### config.mk
export PLATFORM = sky130hd
export DESIGN_NAME = row_pattern_gen_flat
export DESIGN_NICKNAME = d
export VERILOG_FILES = /design/src/rtl/row_pattern_gen_pkg.sv /design/src/rtl/row_pattern_gen_if.sv /design/src/rtl/row_pattern_gen_prng.sv /design/src/rtl/row_pattern_gen.sv /design/src/flat_wrapper.sv
export SDC_FILE = /design/constraint.sdc
export NUM_CORES = 2
export LEC_CHECK = 0
export CAP_MARGIN = 20
export CORE_MARGIN = 2
export CORE_UTILIZATION = 60
export CTS_BUF_LIST = sky130_fd_sc_hd__clkbuf_8
export CTS_CLUSTER_SIZE = 8
export DETAILED_ROUTE_END_ITERATION = 16
export GPL_TIMING_DRIVEN = 0
export PLACE_DENSITY = 0.84
export SLEW_MARGIN = 20
export SYNTH_ARGS = -nofsm -noshare
export SYNTH_HDL_FRONTEND = slang
export SYNTH_SLANG_ARGS = --single-unit
### constraint.sdc
create_clock -name clk_i -period 95.6 [get_ports clk_i]
set_input_delay 19.12 -clock clk_i [delete_from_list [all_inputs] [get_ports clk_i]]
set_output_delay 19.12 -clock clk_i [all_outputs]
set_load 0.03 [all_outputs]
### src/rtl/row_pattern_gen_pkg.sv
// Shared types and constants for the row pattern generator.
// Mode encodings, FSM states and PRNG tap definition.
package row_gen_pkg;

    localparam int          PRNG_W    = 16;
    localparam logic [15:0] PRNG_TAPS = 16'h002D;

    typedef enum logic [1:0] {
        MODE_SHIFT  = 2'b00,
        MODE_FILL   = 2'b01,
        MODE_GAP    = 2'b10,
        MODE_ROTATE = 2'b11
    } mode_e;

    typedef enum logic [1:0] {
        ST_IDLE,
        ST_PICK,
        ST_BUILD,
        ST_COMMIT
    } state_e;

    // Smallest 2^k-1 covering every legal gap start position.
    function automatic int pos_mask(input int span);
        return (1 << $clog2(span + 1)) - 1;
    endfunction

endpackage

### src/rtl/row_pattern_gen_if.sv
// Control/status bundle between a line requester and the generator.
// The requester is the master; the generator is the slave.
interface row_pattern_gen_if #(
    parameter int WIDTH = 640
) ();

    logic             en_i;
    logic             req_i;
    logic [1:0]       mode_i;
    logic             seed_load_i;
    logic [15:0]      seed_i;
    logic [WIDTH-1:0] line_o;
    logic             busy_o;
    logic             valid_o;
    logic [15:0]      gap_pos_o;

    modport master (
        output en_i, req_i, mode_i, seed_load_i, seed_i,
        input  line_o, busy_o, valid_o, gap_pos_o
    );

    modport slave (
        input  en_i, req_i, mode_i, seed_load_i, seed_i,
        output line_o, busy_o, valid_o, gap_pos_o
    );

endinterface

### src/rtl/row_pattern_gen_prng.sv
// 16-bit Fibonacci LFSR (taps 16,14,13,11), right-shifting.
// Loads take priority over the shift in an enabled cycle.
module prng16
    import row_gen_pkg::*;
#(
    parameter logic [15:0] SEED = 16'hACE1
) (
    input  logic              clk_i,
    input  logic              reset_i,
    input  logic              en_i,
    input  logic              load_i,
    input  logic [PRNG_W-1:0] load_val_i,
    output logic [PRNG_W-1:0] state_o,
    output logic              bit_o
);

    logic [PRNG_W-1:0] r_state;
    logic              w_fb;

    assign w_fb    = ^(r_state & PRNG_TAPS);
    assign state_o = r_state;
    assign bit_o   = r_state[0];

    always_ff @(posedge clk_i or posedge reset_i) begin
        if (reset_i) begin
            r_state <= SEED;
        end else if (en_i) begin
            if (load_i) begin
                r_state <= load_val_i;
            end else begin
                r_state <= {w_fb, r_state[PRNG_W-1:1]};
            end
        end
    end

endmodule

### src/rtl/row_pattern_gen.sv
// Line pattern generator: shift/fill/rotate in one cycle, or a
// chunk-built line carrying one GAP_W-wide hole at a random offset.
module row_pattern_gen
    import row_gen_pkg::*;
#(
    parameter int          WIDTH = 640,
    parameter int          CHUNK = 32,
    parameter int          GAP_W = 64,
    parameter logic [15:0] SEED  = 16'hACE1
) (
    input logic         clk_i,
    input logic         reset_i,
    row_pattern_gen_if.slave bus
);

    localparam int NCH  = WIDTH / CHUNK;
    localparam int CW   = (NCH > 1) ? $clog2(NCH) : 1;
    localparam int SPAN = WIDTH - GAP_W;
    localparam logic [15:0] MASK = 16'(pos_mask(SPAN));

    state_e           r_state;
    logic [WIDTH-1:0] r_line;
    logic [WIDTH-1:0] r_shadow;
    logic [15:0]      r_gap_pos;
    logic [15:0]      r_gap_pos_o;
    logic             r_valid;
    logic [CW-1:0]    r_chunk;

    mode_e            w_mode;
    logic             w_idle;
    logic             w_load;
    logic             w_prng_bit;
    logic [15:0]      w_prng;
    logic [15:0]      w_load_val;
    logic [15:0]      w_cand;
    logic [31:0]      w_base;
    logic [31:0]      w_lo;
    logic [31:0]      w_hi;
    logic [CHUNK-1:0] w_chunk;

    assign w_mode     = mode_e'(bus.mode_i);
    assign w_idle     = (r_state == ST_IDLE);
    assign w_load     = bus.en_i & w_idle & bus.seed_load_i;
    assign w_load_val = (bus.seed_i == '0) ? SEED : bus.seed_i;
    assign w_cand     = w_prng & MASK;

    prng16 #(.SEED(SEED)) u_prng (
        .clk_i      (clk_i),
        .reset_i    (reset_i),
        .en_i       (bus.en_i),
        .load_i     (w_load),
        .load_val_i (w_load_val),
        .state_o    (w_prng),
        .bit_o      (w_prng_bit)
    );

    assign w_base = 32'(r_chunk) * 32'(CHUNK);
    assign w_lo   = {16'b0, r_gap_pos};
    assign w_hi   = w_lo + 32'(GAP_W);

    always_comb begin
        w_chunk = '1;
        for (int j = 0; j < CHUNK; j++) begin
            if (w_base + 32'(j) >= w_lo &&
                w_base + 32'(j) < w_hi) begin
                w_chunk[j] = 1'b0;
            end
        end
    end

    always_ff @(posedge clk_i or posedge reset_i) begin
        if (reset_i) begin
            r_state     <= ST_IDLE;
            r_line      <= '1;
            r_shadow    <= '1;
            r_gap_pos   <= '0;
            r_gap_pos_o <= '0;
            r_valid     <= 1'b0;
            r_chunk     <= '0;
        end else begin
            r_valid <= 1'b0;
            if (bus.en_i) begin
                unique case (r_state)
                    ST_IDLE: begin
                        // A seed load swallows a same-cycle request.
                        if (!bus.seed_load_i && bus.req_i) begin
                            unique case (w_mode)
                                MODE_SHIFT: begin
                                    r_line <= (r_line == '0) ? '1 :
                                        {w_prng_bit, r_line[WIDTH-1:1]};
                                    r_valid <= 1'b1;
                                end
                                MODE_FILL: begin
                                    r_line  <= '1;
                                    r_valid <= 1'b1;
                                end
                                MODE_ROTATE: begin
                                    r_line  <= {r_line[0], r_line[WIDTH-1:1]};
                                    r_valid <= 1'b1;
                                end
                                MODE_GAP: begin
                                    r_state <= ST_PICK;
                                end
                            endcase
                        end
                    end
                    ST_PICK: begin
                        if (w_cand <= 16'(SPAN)) begin
                            r_gap_pos <= w_cand;
                            r_chunk   <= '0;
                            r_state   <= ST_BUILD;
                        end
                    end
                    ST_BUILD: begin
                        for (int k = 0; k < NCH; k++) begin
                            if (r_chunk == CW'(k)) begin
                                r_shadow[k*CHUNK +: CHUNK] <= w_chunk;
                            end
                        end
                        if (r_chunk == CW'(NCH - 1)) begin
                            r_state <= ST_COMMIT;
                        end else begin
                            r_chunk <= r_chunk + 1'b1;
                        end
                    end
                    ST_COMMIT: begin
                        r_line      <= r_shadow;
                        r_gap_pos_o <= r_gap_pos;
                        r_valid     <= 1'b1;
                        r_state     <= ST_IDLE;
                    end
                endcase
            end
        end
    end

    assign bus.line_o    = r_line;
    assign bus.busy_o    = ~w_idle;
    assign bus.valid_o   = r_valid;
    assign bus.gap_pos_o = r_gap_pos_o;

endmodule
### src/flat_wrapper.sv
// flat-port wrapper written by rule: the top's interface ports become plain ports
module row_pattern_gen_flat import row_gen_pkg::*;
#(
    parameter int          WIDTH = 640,
    parameter int          CHUNK = 32,
    parameter int          GAP_W = 64,
    parameter logic [15:0] SEED  = 16'hACE1
)
  (clk_i, reset_i, bus_en_i, bus_req_i, bus_mode_i, bus_seed_load_i, bus_seed_i, bus_line_o, bus_busy_o, bus_valid_o, bus_gap_pos_o);
  row_pattern_gen_if #(.WIDTH(WIDTH)) bus_i ();
  input logic clk_i;
  input logic reset_i;
  input wire logic [$bits(bus_i.en_i)-1:0] bus_en_i;
  input wire logic [$bits(bus_i.req_i)-1:0] bus_req_i;
  input wire logic [$bits(bus_i.mode_i)-1:0] bus_mode_i;
  input wire logic [$bits(bus_i.seed_load_i)-1:0] bus_seed_load_i;
  input wire logic [$bits(bus_i.seed_i)-1:0] bus_seed_i;
  output wire logic [$bits(bus_i.line_o)-1:0] bus_line_o;
  output wire logic [$bits(bus_i.busy_o)-1:0] bus_busy_o;
  output wire logic [$bits(bus_i.valid_o)-1:0] bus_valid_o;
  output wire logic [$bits(bus_i.gap_pos_o)-1:0] bus_gap_pos_o;
  assign bus_i.en_i = bus_en_i;
  assign bus_i.req_i = bus_req_i;
  assign bus_i.mode_i = bus_mode_i;
  assign bus_i.seed_load_i = bus_seed_load_i;
  assign bus_i.seed_i = bus_seed_i;
  assign bus_line_o = bus_i.line_o;
  assign bus_busy_o = bus_i.busy_o;
  assign bus_valid_o = bus_i.valid_o;
  assign bus_gap_pos_o = bus_i.gap_pos_o;
  row_pattern_gen #(.WIDTH(WIDTH), .CHUNK(CHUNK), .GAP_W(GAP_W), .SEED(SEED)) u_core (.clk_i(clk_i), .reset_i(reset_i), .bus(bus_i));
endmodule
==> flow_metrics.env <==
export IMPL_yosysSeqAreaShare_pct=52.72
export IMPL_chipHeight_microns=335.4
export IMPL_cp_max_fo=10
export IMPL_post_place_ws_ps=72630
export IMPL_synthDistinctLibCells=56
export IMPL_grt_usage_pct=40.57
export IMPL_die_width_microns=335.4
export IMPL_final_net_count=7188
export IMPL_synth_area_leaders="dfstp_2 (51%), nand2_1 (11%), a31oi_4 (9.7%)"
export IMPL_row_count=121
export IMPL_maxSlewHeadroom_pct=16.27
export IMPL_port_buffers=674
export IMPL_final_cells=8737
export IMPL_critical_path_class="primary input to flop"
export IMPL_synth_edf_count=0
export IMPL_finalSetupViolations=0
export IMPL_postCtsSetupRepairBufs=0
export IMPL_detail_route_iter0_violations=5799
export IMPL_critPathSlowestCell="clkbuf_1"
export IMPL_synth_area_sq_um=65910
export IMPL_synth_top_area_share_pct=51.35
export IMPL_fmax_mhz=45.22
export IMPL_grt_pass1_vias=54750
export IMPL_post_cts_resized=0
export IMPL_syn_inst=6227
export IMPL_start_util_pct=60.55
export IMPL_most_common_layout_cells="nand2_1 (1967), dfstp_2 (1288), clkdlybuf4s50_1 (674)"
export IMPL_period_share_pct=23.13
export IMPL_clkTransAtPathRegs_ps=60
export IMPL_worst_pin_slew_ps=1256
export IMPL_postCtsHoldBufs=0
export IMPL_max_stage_delay_ps=780
export IMPL_drive_gt1_share_pct=29.32
export IMPL_synth_seq_cells=1324
export IMPL_clock_sinks=1324
export IMPL_ir_worst_vdd_mv=0.02755
export IMPL_area_growth_pct=20.41
export IMPL_cp_common_cell="clkbuf_1"
export IMPL_core_sq_um=108900
export IMPL_grt_max_degree=116
export IMPL_root_buffer="clkbuf_8"
export IMPL_required_ps=96470
export IMPL_wl_per_cell_microns=26.50
export IMPL_crit_family="buffers and inverters"
export IMPL_path_buf_inv=5
export IMPL_vias_per_cell=6.375
export IMPL_antenna_found_initial=24
export IMPL_async_flop_share_pct=100.0
export IMPL_period_needed_ps=22120
export IMPL_finalSetupTns_ps=0
export IMPL_grt_first_pass_wirelength_microns=342200
export IMPL_place_congestion=0.9353
export IMPL_power_density_nw_per_um2=39.63
export IMPL_n_fill_cell=7443
export IMPL_io_pins=681
export IMPL_place_hpwl_microns=160900
export IMPL_status="completed"
export IMPL_fin_worst_skew_ps=53.11
export IMPL_cts_buffer_depth=3
export IMPL_htreeDepth=4
export IMPL_grt_setup_unrepaired="false"
export IMPL_ys_warn_count=0
export IMPL_final_common_cell="nand2_1"
export IMPL_slew_viol_final=0
export IMPL_crit_path_end_kind="flop"
export IMPL_drc=0
export IMPL_synth_main_ff_cell="dfstp_2"
export IMPL_num_vias=55700
export IMPL_crit_chain="clkdlybuf4s50_1, inv_1, ha_1, nor2_1, nor2_1, o21a_1, clkbuf_1, clkbuf_1, clkbuf_1, nand2_1, a31oi_4"
export IMPL_max_cap_viol_count=0
export IMPL_die_area_sq_um=112500
export IMPL_first_pass_iters=6
export IMPL_hold_viol=0
export IMPL_dpl_cell_count=8339
export IMPL_grt_overflow=0
export IMPL_antenna_left=0
export IMPL_leakage_nw=30.71
export IMPL_setup_ws_ps=73480
export IMPL_syn_area_per_cell_sq_um=10.58
export IMPL_insertion_delay_ps=940
export IMPL_yosys_area_top_type="dfstp_2"
export IMPL_hold_path_class="flop to flop"
export IMPL_cts_tree="yes"
export IMPL_start_kind="primary input"
export IMPL_cts_buffers=213
export IMPL_drt_wl_total_microns=231500
export IMPL_crit_arrival_ps=22980
==> synthesized netlist by cell type (9+ instances only) <==
| master | count |
|---|---|
| a21oi_1 | 27 |
| a221oi_1 | 16 |
| a22oi_1 | 10 |
| a31oi_1 | 262 |
| a31oi_2 | 80 |
| a31oi_4 | 300 |
| and3b_1 | 639 |
| buf_12 | 33 |
| buf_2 | 12 |
| buf_6 | 34 |
| clkbuf_1 | 413 |
| dfrtp_1 | 36 |
| dfstp_2 | 1288 |
| ha_1 | 25 |
| inv_1 | 24 |
| mux2_2 | 9 |
| nand2_1 | 1967 |
| nand3_1 | 25 |
| nand4_1 | 48 |
| nor2_1 | 46 |
| nor4_1 | 174 |
| o21ai_0 | 668 |
| o22ai_1 | 16 |
==> final cells by class <==
cell class                 count  area, sq um  share of cell area (%)
clock buffer                 273         3757                   4.735
multi-input combinational   4379        28370                   35.75
sequential                  1324        34740                   43.78
inverter                      24        97.59                  0.1230
buffer                       505         2799                   3.527
tap                         1414         1769                   2.229
antenna                       17        42.54                 0.05360
clock inverter               108        530.5                  0.6685
timing repair buffer         693         7249                   9.135
==> cells by family (layout without fill, tap and decap cells) <==
family                     count (synthesis)  count (layout)  synth area share, %
AOI/OAI and AO/OA                       1402            1402                19.72
and+or+nand+nor                         2931            2931                22.56
other                                      1              23             0.005690
muxes                                     11              11               0.1842
buffers and inverters                    529            1603                4.283
adders and majority gates                 25              25               0.4746
xor gates and xnor gates                   4               4              0.05317
DFF                                     1324            1324                52.72
==> worst min-delay path: cells and delay by family, from the launching register on <==
| family | cells | cell delay (ps) |
|---|---|---|
| flops | 1 | 360 |
| compound gates | 1 | 60 |
| simple gates | 1 | 40 |
==> per-stage QoR <==
step	util (%)	hold WS (ps)	total power [mW]	instance area (sq um)
6_report	72.91	476.7	3.145	79360
3_3_place_gp	68.39	463.8	2.561	74440
4_1_cts	72.86	478.9	3.114	79310
3_5_place_dp	68.92	470.1	2.617	75020
2_1_floorplan	-	455.8	1.995	65920
5_1_grt	72.88	487.0	3.255	79330
==> worst paths after layout <==
check | start | endpoint | slack (ps) | depth (start not counted)
worst max register to register | u_core.bus.line_o[350] | u_core.bus.line_o[639] | 91250 | 8
min in group asynchronous | reset_i | u_core.bus.line_o[594] | 18900 | 2
max in group asynchronous | reset_i | u_core.bus.line_o[196] | 74580 | 7
worst min-delay path | u_core.r_shadow[98] | u_core.r_shadow[98] | 480 | 2
worst max-delay path | bus_mode_i[0] | u_core.bus.line_o[158] | 73480 | 11
worst min register to register | u_core.r_shadow[98] | u_core.r_shadow[98] | 480 | 2
==> metal layers <==
metal / GRT usage, % / share of wire (%)
met5: 1.042 / 0.12
met1: 50.76 / 36
met4: 26.76 / 7.4
met2: 61.31 / 45
met3: 11.69 / 12
==> sequential cells by signal, summed over array words and instances (netlist names) <==
| register | cells |
|---|---|
| u_core.bus.gap_pos_o | 10 |
| u_core.bus.valid_o | 1 |
| u_core.r_state | 2 |
| u_core.u_prng.state_o | 16 |
| u_core.r_gap_pos | 10 |
| u_core.bus.line_o | 640 |
| u_core.r_shadow | 640 |
| u_core.r_chunk | 5 |
==> power by group <==
part / total (mW) / internal (mW) / leakage (nW) / switching, mW
Clock: 0.493 / 0.258 / 2.50 / 0.236
Combinational: 1.54 / 0.587 / 14.4 / 0.950
Sequential: 1.11 / 0.880 / 13.8 / 0.234
Note: power is estimated with default switching activity, not from simulation.
